==> src/rtl/axi_stream_mux_nto1_pkt.sv <==
// ---------------------------------------------------------------------------
// axi_stream_mux_nto1_pkt
//
// Packet-aware N:1 AXI-Stream multiplexer. A granted input keeps the output
// until its tlast beat has been accepted. Arbitration is either a fixed
// software select (ARB_MODE=0, sel port) or round-robin (ARB_MODE=1).
// The output side is a 2-entry skid buffer; tready_in is derived from a
// registered "space available" flag.
//
// Ports
//   clk         in   single clock, rising edge
//   rst         in   synchronous active-high reset
//   sel         in   requested channel (ARB_MODE=0), sampled only in IDLE
//   tdata_in    in   packed channel data, channel k at [k*DATA_W +: DATA_W]
//   tvalid_in   in   per-channel valid
//   tlast_in    in   per-channel end-of-packet
//   tready_in   out  per-channel ready, at most one bit high
//   tdata_out   out  head-of-buffer data
//   tvalid_out  out  buffer not empty
//   tlast_out   out  head-of-buffer end-of-packet
//   tid_out     out  source channel of the head beat
//   tready_out  in   downstream ready
//
// FSM states
//   state  | meaning
//   IDLE   | no owner; candidate picked combinationally, first beat may be taken
//   LOCK   | channel grant_q owns the output until its tlast beat is accepted
// ---------------------------------------------------------------------------
module axi_stream_mux_nto1_pkt #(
  parameter int N_CH     = 4,
  parameter int DATA_W   = 32,
  parameter int ARB_MODE = 1,
  parameter int SEL_W    = $clog2(N_CH)
) (
  input  logic                     clk,
  input  logic                     rst,
  input  logic [SEL_W-1:0]         sel,
  input  logic [N_CH*DATA_W-1:0]   tdata_in,
  input  logic [N_CH-1:0]          tvalid_in,
  input  logic [N_CH-1:0]          tlast_in,
  output logic [N_CH-1:0]          tready_in,
  output logic [DATA_W-1:0]        tdata_out,
  output logic                     tvalid_out,
  output logic                     tlast_out,
  output logic [SEL_W-1:0]         tid_out,
  input  logic                     tready_out
);

  localparam logic [0:0] S_IDLE = 1'b0;
  localparam logic [0:0] S_LOCK = 1'b1;

  logic [0:0]        state_q, state_d;
  logic [SEL_W-1:0]  grant_q, grant_d;
  logic [SEL_W-1:0]  rr_ptr_q, rr_ptr_d;

  logic [1:0]        count_q, count_d;
  logic              space_q, space_d;
  logic [DATA_W-1:0] head_data_q, head_data_d;
  logic              head_last_q, head_last_d;
  logic [SEL_W-1:0]  head_tid_q, head_tid_d;
  logic [DATA_W-1:0] skid_data_q, skid_data_d;
  logic              skid_last_q, skid_last_d;
  logic [SEL_W-1:0]  skid_tid_q, skid_tid_d;

  logic              cand_valid;
  logic [SEL_W-1:0]  cand_idx;
  logic              act_valid;
  logic [SEL_W-1:0]  act_idx;
  logic              push;
  logic              pop;
  logic [DATA_W-1:0] in_data;
  logic              in_last;

  // Candidate selection for the IDLE state.
  always_comb begin
    int idx;
    cand_valid = 1'b0;
    cand_idx   = '0;
    idx        = 0;
    if (ARB_MODE == 0) begin
      // An out-of-range select never produces a grant.
      if (int'(sel) < N_CH) begin
        if (tvalid_in[sel]) begin
          cand_valid = 1'b1;
          cand_idx   = sel;
        end
      end
    end else begin
      // Search upward from the channel after rr_ptr, wrapping at N_CH-1.
      for (int i = 1; i <= N_CH; i++) begin
        idx = int'(rr_ptr_q) + i;
        if (idx >= N_CH) idx = idx - N_CH;
        if (!cand_valid && tvalid_in[idx]) begin
          cand_valid = 1'b1;
          cand_idx   = SEL_W'(idx);
        end
      end
    end
  end

  // In LOCK the owner is offered ready whether or not it is currently valid.
  always_comb begin
    if (state_q == S_IDLE) begin
      act_valid = cand_valid;
      act_idx   = cand_idx;
    end else begin
      act_valid = 1'b1;
      act_idx   = grant_q;
    end
  end

  always_comb begin
    tready_in = '0;
    if (act_valid && space_q) tready_in[act_idx] = 1'b1;
  end

  assign push    = act_valid && space_q && tvalid_in[act_idx];
  assign pop     = (count_q != 2'd0) && tready_out;
  assign in_data = tdata_in[int'(act_idx)*DATA_W +: DATA_W];
  assign in_last = tlast_in[act_idx];

  always_comb begin
    state_d  = state_q;
    grant_d  = grant_q;
    rr_ptr_d = rr_ptr_q;
    if (push) begin
      if (state_q == S_IDLE) begin
        rr_ptr_d = act_idx;
        if (!in_last) begin
          state_d = S_LOCK;
          grant_d = act_idx;
        end
      end else if (in_last) begin
        state_d = S_IDLE;
      end
    end
  end

  // Skid buffer: head registers drive the outputs, skid holds the second beat.
  always_comb begin
    count_d     = count_q;
    head_data_d = head_data_q;
    head_last_d = head_last_q;
    head_tid_d  = head_tid_q;
    skid_data_d = skid_data_q;
    skid_last_d = skid_last_q;
    skid_tid_d  = skid_tid_q;
    case (count_q)
      2'd0: begin
        if (push) begin
          head_data_d = in_data;
          head_last_d = in_last;
          head_tid_d  = act_idx;
          count_d     = 2'd1;
        end
      end
      2'd1: begin
        if (push && pop) begin
          head_data_d = in_data;
          head_last_d = in_last;
          head_tid_d  = act_idx;
        end else if (push) begin
          skid_data_d = in_data;
          skid_last_d = in_last;
          skid_tid_d  = act_idx;
          count_d     = 2'd2;
        end else if (pop) begin
          count_d = 2'd0;
        end
      end
      default: begin
        // Full: space_q is low, so no push can coincide here.
        if (pop) begin
          head_data_d = skid_data_q;
          head_last_d = skid_last_q;
          head_tid_d  = skid_tid_q;
          count_d     = 2'd1;
        end
      end
    endcase
    space_d = (count_d != 2'd2);
  end

  always_ff @(posedge clk) begin
    if (rst) begin
      state_q     <= S_IDLE;
      grant_q     <= '0;
      rr_ptr_q    <= SEL_W'(N_CH - 1);
      count_q     <= 2'd0;
      space_q     <= 1'b0;
      head_data_q <= '0;
      head_last_q <= 1'b0;
      head_tid_q  <= '0;
      skid_data_q <= '0;
      skid_last_q <= 1'b0;
      skid_tid_q  <= '0;
    end else begin
      state_q     <= state_d;
      grant_q     <= grant_d;
      rr_ptr_q    <= rr_ptr_d;
      count_q     <= count_d;
      space_q     <= space_d;
      head_data_q <= head_data_d;
      head_last_q <= head_last_d;
      head_tid_q  <= head_tid_d;
      skid_data_q <= skid_data_d;
      skid_last_q <= skid_last_d;
      skid_tid_q  <= skid_tid_d;
    end
  end

  assign tvalid_out = (count_q != 2'd0);
  assign tdata_out  = head_data_q;
  assign tlast_out  = head_last_q;
  assign tid_out    = head_tid_q;

endmodule

==> config.mk <==
export PLATFORM = sky130hd
export DESIGN_NAME = axi_stream_mux_nto1_pkt
export DESIGN_NICKNAME = d
export VERILOG_FILES = /design/src/rtl/axi_stream_mux_nto1_pkt.sv
export SDC_FILE = /design/constraint.sdc
export NUM_CORES = 1
export LEC_CHECK = 0
export ABC_AREA = 1
export CAP_MARGIN = 20
export CORE_MARGIN = 2
export CORE_UTILIZATION = 40
export DETAILED_ROUTE_END_ITERATION = 7
export PLACE_DENSITY = 0.74
export SLEW_MARGIN = 20
export SYNTH_ARGS = -nofsm -noshare
export SYNTH_HDL_FRONTEND = slang
export SYNTH_SLANG_ARGS = --single-unit
==> constraint.sdc <==
create_clock -name clk -period 3.13 [get_ports clk]
set_input_delay 0.626 -clock clk [delete_from_list [all_inputs] [get_ports clk]]
set_output_delay 0.626 -clock clk [all_outputs]
set_load 0.01 [all_outputs]
==> impl_results.md, run 1 <==
* Main combinational cell family by area after synthesis: simple AND/OR/NAND/NOR gates
* Routability-driven placement congestion ratio at between 0.8 and 0.9
* Final Max Slew Viols at 0
* First-pass GRT wire length at 22400 um
* CTS tree: built
* Tot Pwr at 6.45 mW
* Crit-path most repeated cell: nand2_1
* WL per Instance at a little over 10 um
* Minimum clock period at slightly below 3 ns
* Clock latency on the worst-skew pair at approximately 0.33 ns
* Crit-path slowest cell: clkdlybuf4s50_1
* Initial antenna violation count at 0
* Synth cell types at 27
* Register bit count reported by yosys at 78
* Synth Area in Adders at 0%
* Die ar. at 0.0137 sq mm
* Worst min path class: flop to flop
* MaxCap Viol Count at 0
* FF/Latch Area at roughly 0.0016 sq mm
* Reg clk slew, reported paths at approximately 0.060 ns
* Final setup vio count at 0
* Final core utilization at 59.6%
* Clk buf depth at 2
* Boundary Pins at 181
* H-tree depth at 3
* Layout cells sized above 1 at 6.16%
* Startpoint Class: input pin
* Simple-Gate Fraction of Synth Area at 52.7%
* Post-synthesis compound-gate area fraction at under 10%
* WP data required at about 2.5 ns
* DRC at 0
* Outcome: finished clean
* Cell Rows at ~40
* TritonCTS Buffers at 9
* Die W at about 120 um
* Worst path cell trace: clkdlybuf4s50_1 -> nand2_1 -> nand2_1 -> nand2_1 -> nand2_1 -> clkinv_1 -> nand3_1 -> nand2_1 -> nand3_2 -> nand2_4 -> nor3_1 -> clkdlybuf4s15_1
* Kind of critical path: input pin to primary output
* Final critical-path share of the clock period at a little over nine tenths
* XOR/XNOR Fraction of Synth Area at 0%
* TNS Setup at 0 ns
* Port Buf Inserts at 178
* Vias at approximately 5700
* Post-Syn Nets at 1105
* Setup Skew at 0.00561 ns
* Worst Setup End Kind: primary output
* Worst Path Max Fanout at 5
* Pwr dens at around 860 mW/mm^2
* TritonRoute pass-1 iters at 5
* Mux cell area share after synthesis at 0%
* Routed WL at about 14000 um
* Post-synthesis cell count at slightly below 1000
* Vias in the first global route at slightly above 5000
* Clk sinks at just under 80
* Final count of hold timing violations at 0
* Area grow syn2layout at 46.4%
* Least-Margin Pin Slew at 0.520 ns
* Number of fill cells in the layout at ~1300
* Max Clock Freq at 337 MHz
* DRT iter0 DRCs at 220
* Unrepaired setup endpoints after global routing: yes
* Worst rel slew slack at around two thirds
* CP Data Arrival Time at 2.34 ns
* Area of the multi-input gates at just under 0.003 sq mm
* Yosys warnings at 0
* Peak VDD IR at between 500 and 600 uV
* Core ar. at 0.0126 sq mm
* Largest net degree at the start of global routing at 60
* Die H at roughly 120 um
* Post-Syn Area per Cell at approximately 5.3 sq um
* Antenna Cells at 0
* NumNets Final at about 1300
* Post-Synthesis Cell Area at 0.00511 sq mm
* CTS Root Cell: clkbuf_16
* Post-DP HPWL at 9660 um
* LEAKAGE at between 4 and 5 nW
* Critical Path Max Stage Delay at around 0.50 ns
* Sequential share of the synthesized area at a little under a third
* Grt ovf at 0
* Initial Util at just over 40%
* Number of vias per cell at approximately 4.3
* GRT Util Overall at 20.2%
* DRT antenna net count at 0
-- state kept, by name, indices dropped and copies added, names as in the netlist --
name,flops
tid_out,2
skid_data_q,32
space_q,1
count_q,2
state_q,1
tlast_out,1
tdata_out,32
grant_q,2
skid_tid_q,2
rr_ptr_q,2
skid_last_q,1
-- logic make-up after synthesis --
family / count (synthesis)
buffers and inverters: 142
and+or+nand+nor: 694
AOI/OAI and AO/OA: 50
DFF: 78
-- cell usage in the layout, fill, tap and decap left out, types with 2 or more instances in the layout --
cell type and n:
inv_1 81, a21oi_1 7, o21ai_0 38, clkbuf_16 9
dfxtp_1 78, buf_6 2, nand2_1 517, nor3_1 3
buf_12 5, clkinv_2 2, nand2_4 4, buf_4 22
clkbuf_2 2, bufinv_16 2, nand3_1 16, o21ai_1 2
inv_2 7, dlymetal6s2s_1 2, nand2_2 3, clkinvlp_4 2
nor2_1 145, clkdlybuf4s50_1 172
-- cell usage after synthesis --
library cell	instances	area, sq um
inv_2	6	22.5
o21ai_1	2	10.0
a21oi_1	7	35.0
buf_6	3	33.8
nand2_4	4	45.0
buf_2	23	115
clkinv_1	1	3.75
nand4_2	1	12.5
o21ai_0	38	190
a21bo_1	1	10.0
nand3_2	1	10.0
or2_2	1	6.26
inv_1	82	308
inv_4	1	6.26
nor2_1	145	544
buf_1	6	22.5
nor3_1	4	20.0
nand4_1	1	6.26
nand3_1	16	80.1
buf_4	3	22.5
a21oi_2	1	8.76
nor2_4	1	11.3
dfxtp_1	78	1560
clkbuf_1	17	63.8
nand2_2	2	12.5
nand2_1	518	1940
o211ai_1	1	7.51
-- area by class of cell --
class,instances,share of cell area (%)
Inverter,90,4.55
Clock inverter,6,1.14
Timing Repair Buffer,208,27.7
Clock buffer,10,3.19
Tap cell,172,2.87
Sequential cell,78,20.9
Multi-Input combinational cell,744,39.7
-- final timing paths --
| path | from | endpoint | slack, ns | cells past startpoint |
|---|---|---|---|---|
| worst max register to register | rr_ptr_q[0]$_SDFFE_PP1P_ | tdata_out[2]$_SDFFE_PP0P_ | 0.37 | 18 |
| worst min register to register | tid_out[1]$_SDFFE_PP0P_ | tid_out[1]$_SDFFE_PP0P_ | 0.48 | 2 |
| worst min-delay path | tid_out[1]$_SDFFE_PP0P_ | tid_out[1]$_SDFFE_PP0P_ | 0.48 | 2 |
| worst max-delay path | tvalid_in[2] | tready_in[1] | 0.16 | 12 |
-- worst max-delay path, delay by kind of cell --
kind	cells	cell delay, ns
buffers and inverters	3	0.86
and+or+nand+nor	9	0.85
-- layer usage --
layer,track usage (%),routed length [um],part of all wire (%)
met1,24.0,6020,44
met2,35.8,6500,48
met3,5.46,966,7.1
met4,5.80,105,0.77
met5,0,0,0
-- power by group --
part	total [mW]	leakage (nW)	internal (mW)	switching [mW]
clock network	1.12	0.154	0.717	0.406
registers	1.26	0.635	1.17	0.0838
logic	4.07	3.25	1.62	2.46
-- what timing repair did --
item / in CTS / in global routing
pin swaps: 0 / 1
buffers inserted: 0 / 1
endpoints found under the setup margin: 4 / 78
hold endpoints to repair: 0 / 0
gates resized for setup: 4 / 15
hold buffers: 0 / 0
-- per-stage QoR --
stage	hold WS, ns	cells	area, sq um	setup slack [ns]
3_3_place_gp	0.462	1291	7140	-0.189
6_report	0.476	1308	7490	0.161
3_5_place_dp	0.463	1291	7140	-0.225
4_1_cts	0.477	1307	7460	0.0616
5_1_grt	0.500	1308	7490	-0.00284
2_1_floorplan	0.444	964	5110	0.442
Power figures use the tool's default switching activity.
==> run 2, diff against run 1 <==
Settings changed: CAP_MARGIN 20 to default.
==> results of run 2 <==
The final DEF is identical to that of run 1; final timing and power are the same.
==> run 3, diff against run 2 <==
--- a/constraint.sdc
+++ b/constraint.sdc
@@ -3,2 +3,2 @@
 set_output_delay 0.626 -clock clk [all_outputs]
-set_load 0.01 [all_outputs]
+set_load 0.05 [all_outputs]
==> run 3 against run 2 <==
Against the previous run: via count is 0.79% higher; clock power down 9%; combinational power increased by 12%; wire length rose by 0.63%; final area grew 0.79%; count of clock-buffer cells in the layout unchanged; total power grew 6.0%; global-route usage is 0.091 points higher; die area is the same; critical path type is now flop to primary output; clock skew grew 0.0043 ns; final cell count unchanged; sequential power hardly changed.
==> impl_results.md, run 3 (synthesis results as in run 1) <==
* Outcome: finished clean (unchanged)
* Final count of hold timing violations at 0 (unchanged)
* Layout cells sized above 1 at 6.70% (was 6.16%)
* Grt ovf at 0 (unchanged)
* DRC at 0 (unchanged)
* GRT met1 Usage at 24.3% (was 24.0%)
* Final core utilization at 60.0% (was 59.6%)
* Clk sinks at 78 (unchanged)
* R2r setup slk at 0.38 ns (was 0.37 ns)
* Core ar. at 0.0126 sq mm (unchanged)
* Worst hold slack at 0.477 ns (was 0.476 ns)
* Setup crit start: rr_ptr_q[0]$_SDFFE_PP1P_ (was tvalid_in[2])
* Worst Setup End Kind: primary output (unchanged)
* DRT iter0 DRCs at 278 (was 220)
* Commonest non-fill, non-tap cell in the layout: nand2_1 (unchanged)
* Startpoint Class: flop (was input pin)
* Least-Margin Pin Slew at 0.549 ns (was 0.520 ns)
* Vias in the first global route at 5024 (was 5106)
* Number of vias per cell at 4.36 (was 4.33)
* TritonCTS Buffers at 9 (unchanged)
* Pwr dens at 907 mW/mm^2 (was 862 mW/mm^2)
* Die W at 117 um (unchanged)
* Worst R2R End: tdata_out[15]$_SDFFE_PP0P_ (was tdata_out[2]$_SDFFE_PP0P_)
* Kind of critical path: flop to primary output (was input pin to primary output)
* MaxCap Viol Count at 0 (unchanged)
* Initial antenna violation count at 0 (unchanged)
* CTS Root Cell: clkbuf_16 (unchanged)
* Routability-driven placement congestion ratio at 0.817 (was 0.821)
* Die H at 117 um (unchanged)
* Peak VDD IR at 427 uV (was 515 uV)
* DRT antenna net count at 0 (unchanged)
* Area grow syn2layout at 47.5% (was 46.4%)
* Port Buf Inserts at 178 (unchanged)
* Post-DP HPWL at 9630 um (was 9660 um)
* Setup slack after layout at 0.140 ns (was 0.161 ns)
* LEAKAGE at 4.06 nW (was 4.04 nW)
* Clk buf depth at 2 (unchanged)
* NumNets Final at 1271 (was 1272)
* Clock latency on the worst-skew pair at 0.33 ns (about the same)
* Hold-fix buffers at CTS at 0 (unchanged)
* Worst min path class: flop to flop (unchanged)
* TritonRoute pass-1 iters at 4 (was 5)
* Minimum clock period at 2.99 ns (was 2.97 ns)
* Initial Util at 40.7% (unchanged)
* Die ar. at 0.0137 sq mm (unchanged)
* CTS tree: built (unchanged)
* Largest net degree at the start of global routing at 57 (was 60)
* Pre-CTS setup slack at -0.0417 ns (was -0.225 ns)
* Vias at 5709 (was 5664)
* GR peak layer: met2 (unchanged)
* Most frequent cells in the layout: nand2_1, clkdlybuf4s50_1, nor2_1, inv_1, dfxtp_1 (unchanged)
* Reg clk slew, reported paths at 0.06 ns (about the same)
* WP data required at 2.50 ns (about the same)
* Worst r2r src: rr_ptr_q[0]$_SDFFE_PP1P_ (unchanged)
* Cell Rows at 41 (unchanged)
* First-pass GRT wire length at 22500 um (was 22400 um)
* R2r worst-path depth at 22 (was 18)
* GR Util met2 at 35.8% (about the same)
* Max Clock Freq at 334 MHz (was 337 MHz)
* Setup Skew at 0.00988 ns (was 0.00561 ns)
* GRT Util Overall at 20.3% (was 20.2%)
* WL per Instance at 10.5 um (was 10.4 um)
* M3 GR Usage at 5.77% (was 5.46%)
* H-tree depth at 3 (unchanged)
* Routed WL at 13700 um (was 13600 um)
* Boundary Pins at 181 (unchanged)
* Worst rel slew slack at 63.3% (was 65.3%)
* Final setup vio count at 0 (unchanged)
* End of the critical path: tready_in[0] (was tready_in[1])
* Worst Path Max Fanout at 9 (was 5)
* Final critical-path share of the clock period at 95.5% (was 94.9%)
* Final Max Slew Viols at 0 (unchanged)
* Unrepaired setup endpoints after global routing: no (was yes)
* CP Data Arrival Time at 2.36 ns (was 2.34 ns)
[run 3: cell types whose count changed in the layout (fill, tap and decap cells not counted), moves of 3 or more]
cell	previous run	this run
nand2_2	3	6
nor3_1	3	0
nor3_2	1	4
buf_12	5	11
nand2_1	517	513
[run 3: stage by stage]
step	TNS (ns)	power [mW]	instance area, sq um	std cells
2_1_floorplan	-0.692	4.50	5120	964
3_3_place_gp	-0.0492	5.73	7190	1287
3_5_place_dp	-0.0750	5.78	7190	1287
4_1_cts	0	6.87	7500	1305
5_1_grt	0	7.59	7540	1307
6_report	0	6.84	7540	1308
[run 3: power by group]
part	leakage [nW]	switching [mW]	internal, mW
clock network	0.146	0.401	0.616
logic	3.28	2.89	1.68
registers	0.635	0.0833	1.17
total	4.06	3.37	3.47
[run 3: final cells by class]
class,count,area [sq um]
multi-input combinational,744,3000
clock inverter,6,62.6
sequential,78,1560
timing repair buffer,207,2130
fill,1277,5020
tap,172,215
antenna,1,2.50
inverter,90,340
clock buffer,10,229
[run 3: what timing repair did]
item,CTS,global route
resized for setup,2,9
setup buffers,2,2
setup endpoints to repair,3,13
pin swaps,1,3
[run 3: critical path: stages, from the launching register on]
cell,delay (ns)
dfxtp_1,0.56
inv_4,0.10
nand2_1,0.07
nand2_1,0.07
nand2_1,0.10
nand2_2,0.09
nor2_4,0.13
nand3_1,0.08
nand2_1,0.09
nand3_2,0.09
nand2_4,0.10
inv_2,0.09
nor3_2,0.20
buf_4,0.15
buf_12,0.12
[run 3: worst min-delay path by stage]
stage / startpoint / to / slack, ns / cells past startpoint
detailed placement: tid_out[0]$_SDFFE_PP0P_ / tid_out[0]$_SDFFE_PP0P_ / 0.46 / 2
floorplan: grant_q[0]$_SDFFE_PP0P_ / grant_q[0]$_SDFFE_PP0P_ / 0.44 / 2
CTS: grant_q[0]$_SDFFE_PP0P_ / grant_q[0]$_SDFFE_PP0P_ / 0.47 / 2
global route: grant_q[0]$_SDFFE_PP0P_ / grant_q[0]$_SDFFE_PP0P_ / 0.50 / 2
global placement: tid_out[1]$_SDFFE_PP0P_ / tid_out[1]$_SDFFE_PP0P_ / 0.46 / 2
finish: grant_q[0]$_SDFFE_PP0P_ / grant_q[0]$_SDFFE_PP0P_ / 0.48 / 2
[run 3: layer usage]
metal  up-vias  part of all wire (%)
met5         -                     0
met4         0                  0.83
met3        10                   6.2
met2       125                    47
met1      2400                    46
li1       3174                     -
